==> src/rtl/prefetch_queue_if.sv <==
// Signal bundle between the prefetch queue, the RAM read port and the decoder.
// The master modport is the prefetch queue itself; slave is its environment.
interface prefetch_queue_if;
  logic        bus_busy;
  logic        flush;
  logic [19:0] flush_addr;

  logic        pq_rd_en;
  logic        pq_rd_we;
  logic        pq_rd_de;
  logic [19:0] pq_rd_addr;
  logic [31:0] pq_rd_data;

  logic        q_pop;
  logic [2:0]  q_pop_num;
  logic [31:0] q_data;
  logic [3:0]  q_cnt;
  logic [19:0] q_addr;

  modport master (
    input  bus_busy, flush, flush_addr, pq_rd_data, q_pop, q_pop_num,
    output pq_rd_en, pq_rd_we, pq_rd_de, pq_rd_addr, q_data, q_cnt, q_addr
  );

  modport slave (
    output bus_busy, flush, flush_addr, pq_rd_data, q_pop, q_pop_num,
    input  pq_rd_en, pq_rd_we, pq_rd_de, pq_rd_addr, q_data, q_cnt, q_addr
  );
endinterface

==> src/rtl/prefetch_queue.sv <==
// Instruction prefetch queue: fetches dword-aligned words from RAM into a byte
// ring buffer and exposes a 4-byte peek window to the decoder.
module prefetch_queue #(
  parameter int unsigned QUEUE_DEPTH = 6,
  parameter logic [19:0] RESET_ADDR  = 20'hFFFF0
) (
  input logic              clk,
  input logic              rst_n,
  prefetch_queue_if.master pq
);

  localparam int unsigned IW    = $clog2(QUEUE_DEPTH);
  localparam logic [5:0]  DEPTH = 6'(QUEUE_DEPTH);

  logic [7:0]    mem [QUEUE_DEPTH];
  logic [IW-1:0] head;
  logic [3:0]    cnt;
  logic [19:0]   fetch_ptr;
  logic [19:0]   q_addr_r;

  logic [2:0]    n_fetch;
  logic [5:0]    space;
  logic          rd_en;
  logic          pop_ok;
  logic [2:0]    pop_n;
  logic [31:0]   rd_shifted;
  logic [31:0]   q_data_w;

  // Operands never exceed 3*DEPTH-1, so two conditional subtracts give the modulo.
  function automatic logic [IW-1:0] wrap(input logic [5:0] v);
    logic [5:0] r;
    r = v;
    if (r >= DEPTH) r = r - DEPTH;
    if (r >= DEPTH) r = r - DEPTH;
    return r[IW-1:0];
  endfunction

  always_comb begin
    n_fetch    = 3'd4 - {1'b0, fetch_ptr[1:0]};
    space      = DEPTH - 6'(cnt);
    rd_en      = rst_n & ~pq.flush & ~pq.bus_busy & (space >= 6'(n_fetch));
    pop_ok     = pq.q_pop && (pq.q_pop_num != 3'd0) && (pq.q_pop_num <= 3'd4)
                 && (4'(pq.q_pop_num) <= cnt);
    pop_n      = pop_ok ? pq.q_pop_num : '0;
    // Align the first wanted byte of an unaligned fetch to lane 0.
    rd_shifted = pq.pq_rd_data >> {fetch_ptr[1:0], 3'b000};
  end

  always_ff @(posedge clk) begin
    if (!rst_n) begin
      head      <= '0;
      cnt       <= '0;
      fetch_ptr <= RESET_ADDR;
      q_addr_r  <= RESET_ADDR;
    end else if (pq.flush) begin
      head      <= '0;
      cnt       <= '0;
      fetch_ptr <= pq.flush_addr;
      q_addr_r  <= pq.flush_addr;
    end else begin
      head     <= wrap(6'(head) + 6'(pop_n));
      cnt      <= cnt - 4'(pop_n) + (rd_en ? 4'(n_fetch) : 4'd0);
      q_addr_r <= q_addr_r + 20'(pop_n);
      if (rd_en) fetch_ptr <= {fetch_ptr[19:2], 2'b00} + 20'd4;
    end
  end

  // Tail slots are addressed from the pre-pop count, so popped slots are never
  // reused in the same cycle and pushed bytes land behind the survivors.
  always_ff @(posedge clk) begin
    for (int unsigned k = 0; k < 4; k++) begin
      if (rd_en && (3'(k) < n_fetch))
        mem[wrap(6'(head) + 6'(cnt) + 6'(k))] <= rd_shifted[8*k +: 8];
    end
  end

  always_comb begin
    q_data_w = '0;
    for (int unsigned i = 0; i < 4; i++) begin
      if (4'(i) < cnt)
        q_data_w[8*i +: 8] = mem[wrap(6'(head) + 6'(i))];
    end
  end

  assign pq.pq_rd_en   = rd_en;
  assign pq.pq_rd_we   = 1'b0;
  assign pq.pq_rd_de   = 1'b1;
  assign pq.pq_rd_addr = {fetch_ptr[19:2], 2'b00};
  assign pq.q_data     = q_data_w;
  assign pq.q_cnt      = cnt;
  assign pq.q_addr     = q_addr_r;

endmodule

==> src/flat_wrapper.sv <==
// flat-port wrapper written by rule: the top's interface ports become plain ports
module prefetch_queue_flat 
#(
  parameter int unsigned QUEUE_DEPTH = 6,
  parameter logic [19:0] RESET_ADDR  = 20'hFFFF0
)
  (clk, rst_n, pq_bus_busy, pq_flush, pq_flush_addr, pq_pq_rd_data, pq_q_pop, pq_q_pop_num, pq_pq_rd_en, pq_pq_rd_we, pq_pq_rd_de, pq_pq_rd_addr, pq_q_data, pq_q_cnt, pq_q_addr);
  prefetch_queue_if pq_i ();
  input logic clk;
  input logic rst_n;
  input wire logic [$bits(pq_i.bus_busy)-1:0] pq_bus_busy;
  input wire logic [$bits(pq_i.flush)-1:0] pq_flush;
  input wire logic [$bits(pq_i.flush_addr)-1:0] pq_flush_addr;
  input wire logic [$bits(pq_i.pq_rd_data)-1:0] pq_pq_rd_data;
  input wire logic [$bits(pq_i.q_pop)-1:0] pq_q_pop;
  input wire logic [$bits(pq_i.q_pop_num)-1:0] pq_q_pop_num;
  output wire logic [$bits(pq_i.pq_rd_en)-1:0] pq_pq_rd_en;
  output wire logic [$bits(pq_i.pq_rd_we)-1:0] pq_pq_rd_we;
  output wire logic [$bits(pq_i.pq_rd_de)-1:0] pq_pq_rd_de;
  output wire logic [$bits(pq_i.pq_rd_addr)-1:0] pq_pq_rd_addr;
  output wire logic [$bits(pq_i.q_data)-1:0] pq_q_data;
  output wire logic [$bits(pq_i.q_cnt)-1:0] pq_q_cnt;
  output wire logic [$bits(pq_i.q_addr)-1:0] pq_q_addr;
  assign pq_i.bus_busy = pq_bus_busy;
  assign pq_i.flush = pq_flush;
  assign pq_i.flush_addr = pq_flush_addr;
  assign pq_i.pq_rd_data = pq_pq_rd_data;
  assign pq_i.q_pop = pq_q_pop;
  assign pq_i.q_pop_num = pq_q_pop_num;
  assign pq_pq_rd_en = pq_i.pq_rd_en;
  assign pq_pq_rd_we = pq_i.pq_rd_we;
  assign pq_pq_rd_de = pq_i.pq_rd_de;
  assign pq_pq_rd_addr = pq_i.pq_rd_addr;
  assign pq_q_data = pq_i.q_data;
  assign pq_q_cnt = pq_i.q_cnt;
  assign pq_q_addr = pq_i.q_addr;
  prefetch_queue #(.QUEUE_DEPTH(QUEUE_DEPTH), .RESET_ADDR(RESET_ADDR)) u_core (.clk(clk), .rst_n(rst_n), .pq(pq_i));
endmodule
==> config.mk <==
export PLATFORM = sky130hd
export DESIGN_NAME = prefetch_queue_flat
export DESIGN_NICKNAME = d
export VERILOG_FILES = /design/src/rtl/prefetch_queue_if.sv /design/src/rtl/prefetch_queue.sv /design/src/flat_wrapper.sv
export SDC_FILE = /design/constraint.sdc
export NUM_CORES = 1
export LEC_CHECK = 0
export CORE_MARGIN = 3
export CORE_UTILIZATION = 50
export CTS_BUF_LIST = sky130_fd_sc_hd__clkbuf_8
export DETAILED_ROUTE_END_ITERATION = 16
export PLACE_DENSITY = 0.73
export SYNTH_ARGS = -nofsm -noshare
export SYNTH_HDL_FRONTEND = slang
export SYNTH_SLANG_ARGS = --single-unit
==> constraint.sdc <==
create_clock -name clk -period 7.3 [get_ports clk]
set_input_delay 1.095 -clock clk [delete_from_list [all_inputs] [get_ports clk]]
set_output_delay 1.095 -clock clk [all_outputs]
set_load 0.01 [all_outputs]
### Word level (Yosys, flattened, before mapping)

Memories as Yosys holds them, arrays and structs flattened.
Cells that the tools add are included.

| cells by class | value |
|---|---|
| add/sub/neg operators | 32 |
| order comparisons | 29 |
| shift-type cells | 1 |
| muxes and demuxes | 53 |
| bitwise logic cells | 6 |
| reductions and logical operators | 10 |

Operators with widths:

| operator | count |
|---|---|
| two-way mux 6 bit | 19 |
| greater-or-equal comparator 6 x 3 -> 1 bit (second input constant) | 17 |
| two-way mux 20 bit | 3 |
| two-way mux 3 bit | 19 |
| subtractor 6 x 3 -> 6 bit (second input constant) | 8 |
| two-way mux 8 bit | 4 |
| right shift 32 x 5 -> 32 bit | 1 |
| subtractor 3 bit (second input constant) | 9 |
| adder 20 x 3 -> 20 bit | 1 |
| adder 20 x 3 -> 20 bit (second input constant) | 1 |
| adder 6 x 2 -> 6 bit (second input constant) | 2 |
| adder 3 x 2 -> 4 bit (second input constant) | 2 |
| < comparator 1 x 4 -> 1 bit (first input constant) | 2 |
| < comparator 2 x 4 -> 1 bit (first input constant) | 2 |
| two-way mux 1 bit | 8 |
| logical AND 1 bit | 7 |
| adder 6 x 1 -> 6 bit (second input constant) | 1 |
| greater-or-equal comparator 6 x 3 -> 1 bit | 1 |
| < comparator 1 x 3 -> 1 bit (first input constant) | 2 |
| < comparator 2 x 3 -> 1 bit (first input constant) | 2 |
| adder 3 x 4 -> 5 bit | 1 |
| subtractor 3 x 4 -> 5 bit (first input constant) | 1 |
| adder 3 x 1 -> 4 bit (second input constant) | 1 |
| adder 3 x 3 -> 4 bit | 1 |
| other kinds (12) | 16 |

| word-level totals | value |
|---|---|
| register bits after elaboration | 47 |
| bits in writable memories | 48 |
| bits of input ports | 60 |
| output and inout port bits | 79 |
| memories kept | 1 |

Memories:

| name | words | bits a word | read ports | clocked after Yosys merged registers in | wr ports | RTL line | text |
|---|---|---|---|---|---|---|---|
| u_core.mem | 6 | 8 | 4 | 0 | 4 | prefetch_queue.sv:15 | `logic [7:0] mem [QUEUE_DEPTH];` |

### Logic depth before layout (Yosys ltp)

Gate-level depths: netlist of the first run.

| logic depth | value |
|---|---|
| depth after elaboration | 12 |
| mapped depth | 21 |
| gate-level depth less buffers | 21 |

### Worst setup path before layout of the first run

Ideal clock, no wire load.

| path | value |
|---|---|
| path kind | register to output |
| start | reg u_core.head[0] |
| end | out pq_q_data[24] |
| arrival | 3.767 ns |
| required time | 6.205 ns |
| setup slack | 2.438 ns |
| cell stages (with the launch flop) | 15 |
| path buffers | 3 |
| path through | dfxtp_1 > clkbuf_1 > inv_1 > buf_1 > ha_1 > clkbuf_1 > inv_1 > ha_1 > ha_1 > a2111oi_0 > a21oi_1 > a21oi_1 > mux4_2 > mux2i_1 > nor2_1 |

| on the way | value |
|---|---|
| longest elaborated chain between the ends | 9 |
| elaborated cells between the ends (all ways) | 11 |

Ends and longest elaborated chain:

| item | RTL line | text |
|---|---|---|
| start, declared | prefetch_queue.sv:16 | `logic [IW-1:0] head;` |
| start signal, assigned | prefetch_queue.sv:61 | `head <= wrap(6'(head) + 6'(pop_n));` |
| adder 3 x 2 -> 4 bit (*) | prefetch_queue.sv:81 | `q_data_w[8*i +: 8] = mem[wrap(6'(head) + 6'(i))];` |
| subtractor 6 x 3 -> 6 bit or greater-or-equal comparator 6 x 3 -> 1 bit (tied branches) | prefetch_queue.sv:33 | `if (r >= DEPTH) r = r - DEPTH;` |
| two-way mux 6 bit (*) | prefetch_queue.sv:33 |  |
| two-way mux 6 bit (*) | prefetch_queue.sv:80 | `if (4'(i) < cnt)` |
| greater-or-equal comparator 6 x 3 -> 1 bit or subtractor 3 bit (tied branches) | prefetch_queue.sv:34 | `if (r >= DEPTH) r = r - DEPTH;` |
| two-way mux 3 bit (*) | prefetch_queue.sv:34 |  |
| two-way mux 3 bit (*) | prefetch_queue.sv:80 |  |
| memory read (6 x 8 bit) (*) | - |  |
| two-way mux 8 bit (*) | prefetch_queue.sv:80 |  |
| end, declared | flat_wrapper.sv:21 | `output wire logic [$bits(pq_i.q_data)-1:0] pq_q_data;` |

Mark *: on every way between the ends. The rest lies on a longest branch, timed or not. The select of a mux whose other input is x is not followed.

### Worst setup path after layout of the first run

| path | value |
|---|---|
| start | reg u_core.head[1] |
| end | out pq_q_data[29] |

Same word-level chain as after synthesis.

==> impl_metrics.json, run 1 <==
{
  "drc": 0,
  "min-delay-path-class": "flop to flop",
  "area_delta_synth_final_pct": 15.1,
  "skew_ps": 22.9,
  "die_h_um": 150,
  "overflow": 0,
  "clk-insertion-delay-late_ps": 410,
  "synthTopCellsByArea": "sky130_fd_sc_hd__edfxtp_1, sky130_fd_sc_hd__dfxtp_1, sky130_fd_sc_hd__mux2i_1",
  "cts.reportedPaths.clkPinSlew_ps": 100,
  "pwr-share-comb_pct": 51.1,
  "grt_pass1_wl_mm": 48.7,
  "worst_slew_margin_rel_pct": 12.3,
  "buffer_ports.inserted": 134,
  "synth.ff_latch_count": 95,
  "ant_nets": 0,
  "final-hold-violation-count": 0,
  "finalHoldWorstSlack_ps": 542,
  "period_minus_slack_ps": 6020,
  "dpl.cell_count": 1548,
  "finalCoreUtilization_pct": 58.7,
  "area_of_the_placeable_core_sq_um": 20300,
  "number_of_antenna_violations_at_the_first_check_in_global_routing": 0,
  "postCtsSetupBuffers": 0,
  "synth.yosys.seq_area_share_pct": 23.0,
  "grt_util_all_layers_pct": 26.7,
  "worstPathRequired_ps": 6200,
  "p_total_mw": 2.10,
  "post-dp-hpwl_mm": 23.1,
  "synth.cell_area_sq_um": 10400,
  "cts_h_tree_depth": 3,
  "path_class": "flop to output port",
  "final_net_count": 1411,
  "antennaDiodeCount": 0,
  "detail_route.wirelength_mm": 30.2,
  "seqPwrFrac_pct": 32.1,
  "proportion_of_layout_cells_with_a_drive_suffix_above_1_pct": 9.43,
  "detailed_router_iteration_count_before_antenna_repair": 6,
  "power-per-cell-area_nw_per_um2": 176,
  "worstMarginPinSlew_ps": 1310,
  "cap_violations": 0,
  "leading_post_synthesis_cells_by_instance_count": "sky130_fd_sc_hd__nand2_1, sky130_fd_sc_hd__nor2_1, sky130_fd_sc_hd__mux2i_1",
  "net_sw_share_pct": 41.6,
  "dpl-instance-area_sq_um": 11700,
  "yosys_most_used_dff": "sky130_fd_sc_hd__edfxtp_1",
  "netlist-cell-type-count": 88,
  "final.setup.worst_slack_ps": 1280,
  "pin_count_of_the_biggest_net_entering_global_routing": 48,
  "fmaxAchievable_mhz": 166,
  "slew_viol_final": 0,
  "dieWidth_um": 150,
  "routed-via-count": 9643,
  "critical_path_arrival_ps": 4920,
  "grt_setup_unrepaired": "false",
  "instances_no_fill": 1564,
  "synth.avg_cell_area_sq_um": 8.53,
  "clkPwrFrac_pct": 16.8,
  "run_status": "finished, final reports clean",
  "clockRootBuffer": "sky130_fd_sc_hd__clkbuf_8",
  "max-vdd-ir-drop_mv": 0.0879,
  "ys_warn_count": 0,
  "clock_tree_from_tritoncts": "done",
  "wire_per_inst_um": 19.3,
  "top_count_cell_post_synth": "sky130_fd_sc_hd__nand2_1",
  "drt_iter0_markers": 980,
  "sort_of_element_at_the_start_of_the_critical_path": "flop",
  "cts.sinks": 95,
  "vias_in_the_first_global_route": 9181,
  "initial_utilization_pct": 51.0,
  "cts_repair_resize_count": 0,
  "postSynth.asyncResetShare_pct": 0,
  "report.final.setup_viol": 0,
  "cts.hold.buffers_added": 0,
  "cts-buffers-inserted": 9,
  "end_kind": "output port",
  "setup-tns-final_ps": 0,
  "route.detailed.vias_per_inst": 6.17,
  "num_rows": 52,
  "dp_slack_ps": 1690,
  "final_min_period_over_clock_period_pct": 82.5,
  "cell_internal_pwr_mw": 1.23,
  "top_level_ports": 139,
  "yosysTopAreaCellShare_pct": 13.9,
  "finalWeightedCongestion": 0.978,
  "final_area_sq_um": 11900,
  "cells_after_synthesis": 1214,
  "max_fo_critical_path": 11,
  "area_of_the_die_sq_um": 22500,
  "clockBufferDepth": 2,
  "synthDominantAreaCellType": "sky130_fd_sc_hd__edfxtp_1",
  "cellLeakagePower_nw": 4.52,
  "synth-edff-count": 48,
  "p_sw_mw": 0.874
}
-- routing by layer --
metal  track usage, %  wire length (um)
met1             38.4             13500
met2             41.4             13500
met3             5.94              2750
met4             5.44               371
met5                0                 0
-- cells by family (layout without fill, tap and decap cells) --
logic type / Yosys count / after routing / synth area share, %
simple gates: 372 / 372 / 16.7
fa+ha+maj: 64 / 64 / 8.12
mux: 158 / 158 / 19.6
other cells: 2 / 4 / 0.0726
compound gates: 329 / 329 / 22.0
xor+xnor: 40 / 40 / 3.81
buf+inv: 154 / 232 / 6.65
flops: 95 / 95 / 23.0
-- power by group through the flow --
stage               clock [mW]  sequential (mW)  combinational [mW]
floorplan                    0            0.665               0.718
global placement             0            0.681                1.04
detailed placement           0            0.684                1.05
CTS                      0.360            0.672                1.06
global route             0.380            0.681                1.17
finish                   0.354            0.674                1.07
-- registers in the layout, summed over array words and instances, names as in the netlist --
signal	flops
u_core.fetch_ptr	20
u_core.head	3
u_core.mem	48
u_core.pq.q_addr	20
u_core.pq.q_cnt	4
-- final timing paths --
check / from / to / slack [ps] / cells past startpoint
setup / recovery: u_core.head[1] / pq_q_data[29] / 1280 / 12
hold / removal: u_core.fetch_ptr[18] / u_core.fetch_ptr[18] / 540 / 2
hold reg to reg: u_core.fetch_ptr[18] / u_core.fetch_ptr[18] / 540 / 2
setup reg to reg: u_core.pq.q_cnt[0] / u_core.mem[4][3] / 1710 / 13
-- area by class of cell --
| class | count | area [sq um] |
|---|---|---|
| tap | 270 | 338 |
| clock buffer | 9 | 124 |
| inverter | 64 | 240 |
| multi-input combinational | 967 | 7290 |
| fill | 1843 | 8390 |
| clock inverter | 7 | 61.3 |
| sequential | 95 | 2380 |
| timing repair buffer | 152 | 1480 |
-- cells in the final DEF, fill, tap and decap left out, drive strengths merged, types with 6 or more instances in the layout --
cell type,n
nand2,125
buf,18
o311ai,6
mux2i,94
nor2b,14
o211ai,20
a21o,11
a22oi,17
nor2,108
nand3,24
xnor2,19
o221ai,16
nand2b,8
a211oi,9
a31oi,7
nand3b,8
clkbuf,9
nor3,19
a21oi,54
o22a,15
ha,56
fa,6
and3,13
o22ai,12
xor2,18
mux4,32
nand4,10
o2111ai,16
edfxtp,48
clkdlybuf4s50,134
a21boi,10
and2,14
mux2,32
or2,13
o21ai,84
dfxtp,47
inv,66
a211o,6
-- critical path, stage by stage, from the launching register on --
cell and delay [ps]:
sky130_fd_sc_hd__dfxtp_1 640, sky130_fd_sc_hd__inv_1 280, sky130_fd_sc_hd__ha_1 530, sky130_fd_sc_hd__inv_1 170
sky130_fd_sc_hd__ha_1 260, sky130_fd_sc_hd__ha_1 290, sky130_fd_sc_hd__a2111oi_0 420, sky130_fd_sc_hd__a21oi_1 70
sky130_fd_sc_hd__a21oi_1 730, sky130_fd_sc_hd__mux4_2 410, sky130_fd_sc_hd__mux2i_1 140, sky130_fd_sc_hd__nor2_1 70
sky130_fd_sc_hd__clkdlybuf4s50_1 520
(Power assumes the default switching activity.)
==> inputs of run 2 (changes only) <==
- PLACE_DENSITY: 0.73 -> 0.76
- clock period: 7.3 -> 5.1 ns (I/O delays scaled with it)
==> run 2 against run 1 <==
Routed wire length is 0.78% higher. Cell count grew 2.0%. Clock power increased by 36%. Count of clock-buffer cells in the layout did not move. Sequential power is 41% higher. Global-route usage about the same. Combinational power rose by 49%. Utilization increased by 1.5 points.
==> impl_metrics.json, run 2 (synthesis gave the netlist of run 1 again) <==
{
  "run_status": "finished, final reports clean",
  "num_rows": 52,
  "final_cell_mix": "sky130_fd_sc_hd__clkdlybuf4s50_1, sky130_fd_sc_hd__nand2_1, sky130_fd_sc_hd__nor2_1",
  "critical_path_buf_inv_count": 5,
  "final_min_period_over_clock_period_pct": 95.5,
  "slew_viol_final": 0,
  "final_net_count": 1444,
  "cap_violations": 0,
  "wire_per_inst_um": 19.1,
  "fmaxAchievable_mhz": 205,
  "vias_in_the_first_global_route": 9416,
  "initial_utilization_pct": 51.0,
  "power-per-cell-area_nw_per_um2": 247,
  "dpl.cell_count": 1579,
  "route.detailed.vias_per_inst": 6.23,
  "buffer_ports.inserted": 134,
  "area_of_the_placeable_core_sq_um": 20300,
  "max_flop_register": "u_core.mem",
  "largest_register_ffs": 48,
  "cellLeakagePower_nw": 4.70,
  "timing.critical_path.cells": "buf_12 -> inv_1 -> ha_2 -> inv_1 -> ha_1 -> ha_1 -> a2111oi_1 -> a21oi_1 -> a21oi_1 -> buf_4 -> mux4_2 -> mux2i_1 -> nor2_1 -> clkdlybuf4s50_1",
  "cts.sinks": 95,
  "final.setup.worst_slack_ps": 228,
  "overflow": 0,
  "area_delta_synth_final_pct": 18.0,
  "detailed_router_iteration_count_before_antenna_repair": 8,
  "finalWeightedCongestion": 0.931,
  "finalHoldWorstSlack_ps": 530,
  "timing.critical_path.slowest_cell_delay_ps": 510,
  "cts_h_tree_depth": 3,
  "post-dp-hpwl_mm": 23.6,
  "clock_tree_from_tritoncts": "done",
  "fillCellCount": 1746,
  "number_of_antenna_violations_at_the_first_check_in_global_routing": 0,
  "sort_of_element_at_the_start_of_the_critical_path": "flop",
  "area_of_the_die_sq_um": 22500,
  "period_minus_slack_ps": 4870,
  "detail_route.wirelength_mm": 30.4,
  "skew_ps": 15.0,
  "grt_util_all_layers_pct": 26.7,
  "pin_count_of_the_biggest_net_entering_global_routing": 48,
  "worstPathRequired_ps": 4340,
  "dp_slack_ps": 225,
  "drt_iter0_markers": 1047,
  "layout_commonest_cell": "sky130_fd_sc_hd__clkdlybuf4s50_1",
  "antennaDiodeCount": 0,
  "routed-via-count": 9946,
  "grt_pass1_wl_mm": 48.9,
  "critical_path_arrival_ps": 4110,
  "worst_slew_margin_rel_pct": 37.6,
  "worstMarginPinSlew_ps": 927,
  "path_class": "flop to output port",
  "drc": 0,
  "dieWidth_um": 150,
  "p_total_mw": 3.02,
  "ant_nets": 0,
  "final-hold-violation-count": 0,
  "top_level_ports": 139,
  "die_h_um": 150,
  "cpLargestDelayFamily": "buffers and inverters",
  "critPathSlowestCell": "sky130_fd_sc_hd__clkdlybuf4s50_1",
  "proportion_of_layout_cells_with_a_drive_suffix_above_1_pct": 12.1,
  "max-vdd-ir-drop_mv": 0.158,
  "cts-buffers-inserted": 9,
  "max_fo_critical_path": 12,
  "clockBufferDepth": 2,
  "instances_no_fill": 1596,
  "cts.reportedPaths.clkPinSlew_ps": 90,
  "report.final.setup_viol": 0,
  "min-delay-path-class": "flop to flop",
  "end_kind": "output port",
  "clk-insertion-delay-late_ps": 390,
  "clockRootBuffer": "sky130_fd_sc_hd__clkbuf_8"
}
[run 2: changes by cell type in the layout (fill, tap and decap cells not counted), sizes merged]
cell,change
buf,+31
clkbuf,+2
clkinv,+1
clkinvlp,+1
inv,-3
[run 2: path summary, 6_finish.rpt]
path | startpoint | cells past startpoint | end | slack (ps)
worst max-delay path | u_core.head[0] | 14 | pq_q_data[29] | 230
worst min-delay path | u_core.fetch_ptr[19] | 1 | u_core.fetch_ptr[19] | 530
worst max register to register | u_core.pq.q_cnt[0] | 14 | u_core.mem[5][7] | 280
worst min register to register | u_core.fetch_ptr[19] | 1 | u_core.fetch_ptr[19] | 530
[run 2: layer usage]
metal / vias up / routed length, um / GRT usage, %
met1: 4666 / 12900 / 36.7
met5: - / 0 / 0
li1: 4719 / - / -
met2: 509 / 13700 / 41.5
met3: 52 / 3120 / 7.15
met4: 0 / 629 / 7.32
[run 2: timing repair]
action	in CTS	in global routing
gates resized for setup	2	8
gates cloned	0	2
endpoints found under the setup margin	8	63
setup buffers	0	0
hold buffers	0	0
pin swaps	0	0
[run 2: power by group]
group / total (mW) / switching [mW] / internal (mW)
registers: 0.953 / 0.0642 / 0.888
clock network: 0.482 / 0.299 / 0.182
logic: 1.59 / 0.873 / 0.716
[run 2: final cells by class]
class / count / area [sq um] / share of cell area (%)
clock buffers: 9 / 124 / 1.01
clock inverters: 6 / 53.8 / 0.440
inverters: 64 / 240 / 1.97
multi-input cells: 967 / 7310 / 59.8
flip-flops and latches: 95 / 2380 / 19.5
well taps: 270 / 338 / 2.76
repair buffers: 185 / 1770 / 14.5
[run 2: metrics by stage]
stage	TNS (ps)	util, %	cell area (sq um)
after floorplan	0	-	10400
after global placement	0	58.9	12000
after detailed placement	0	58.9	12000
after CTS	0	59.8	12100
after global routing	-112	60.2	12200
final	0	60.2	12200
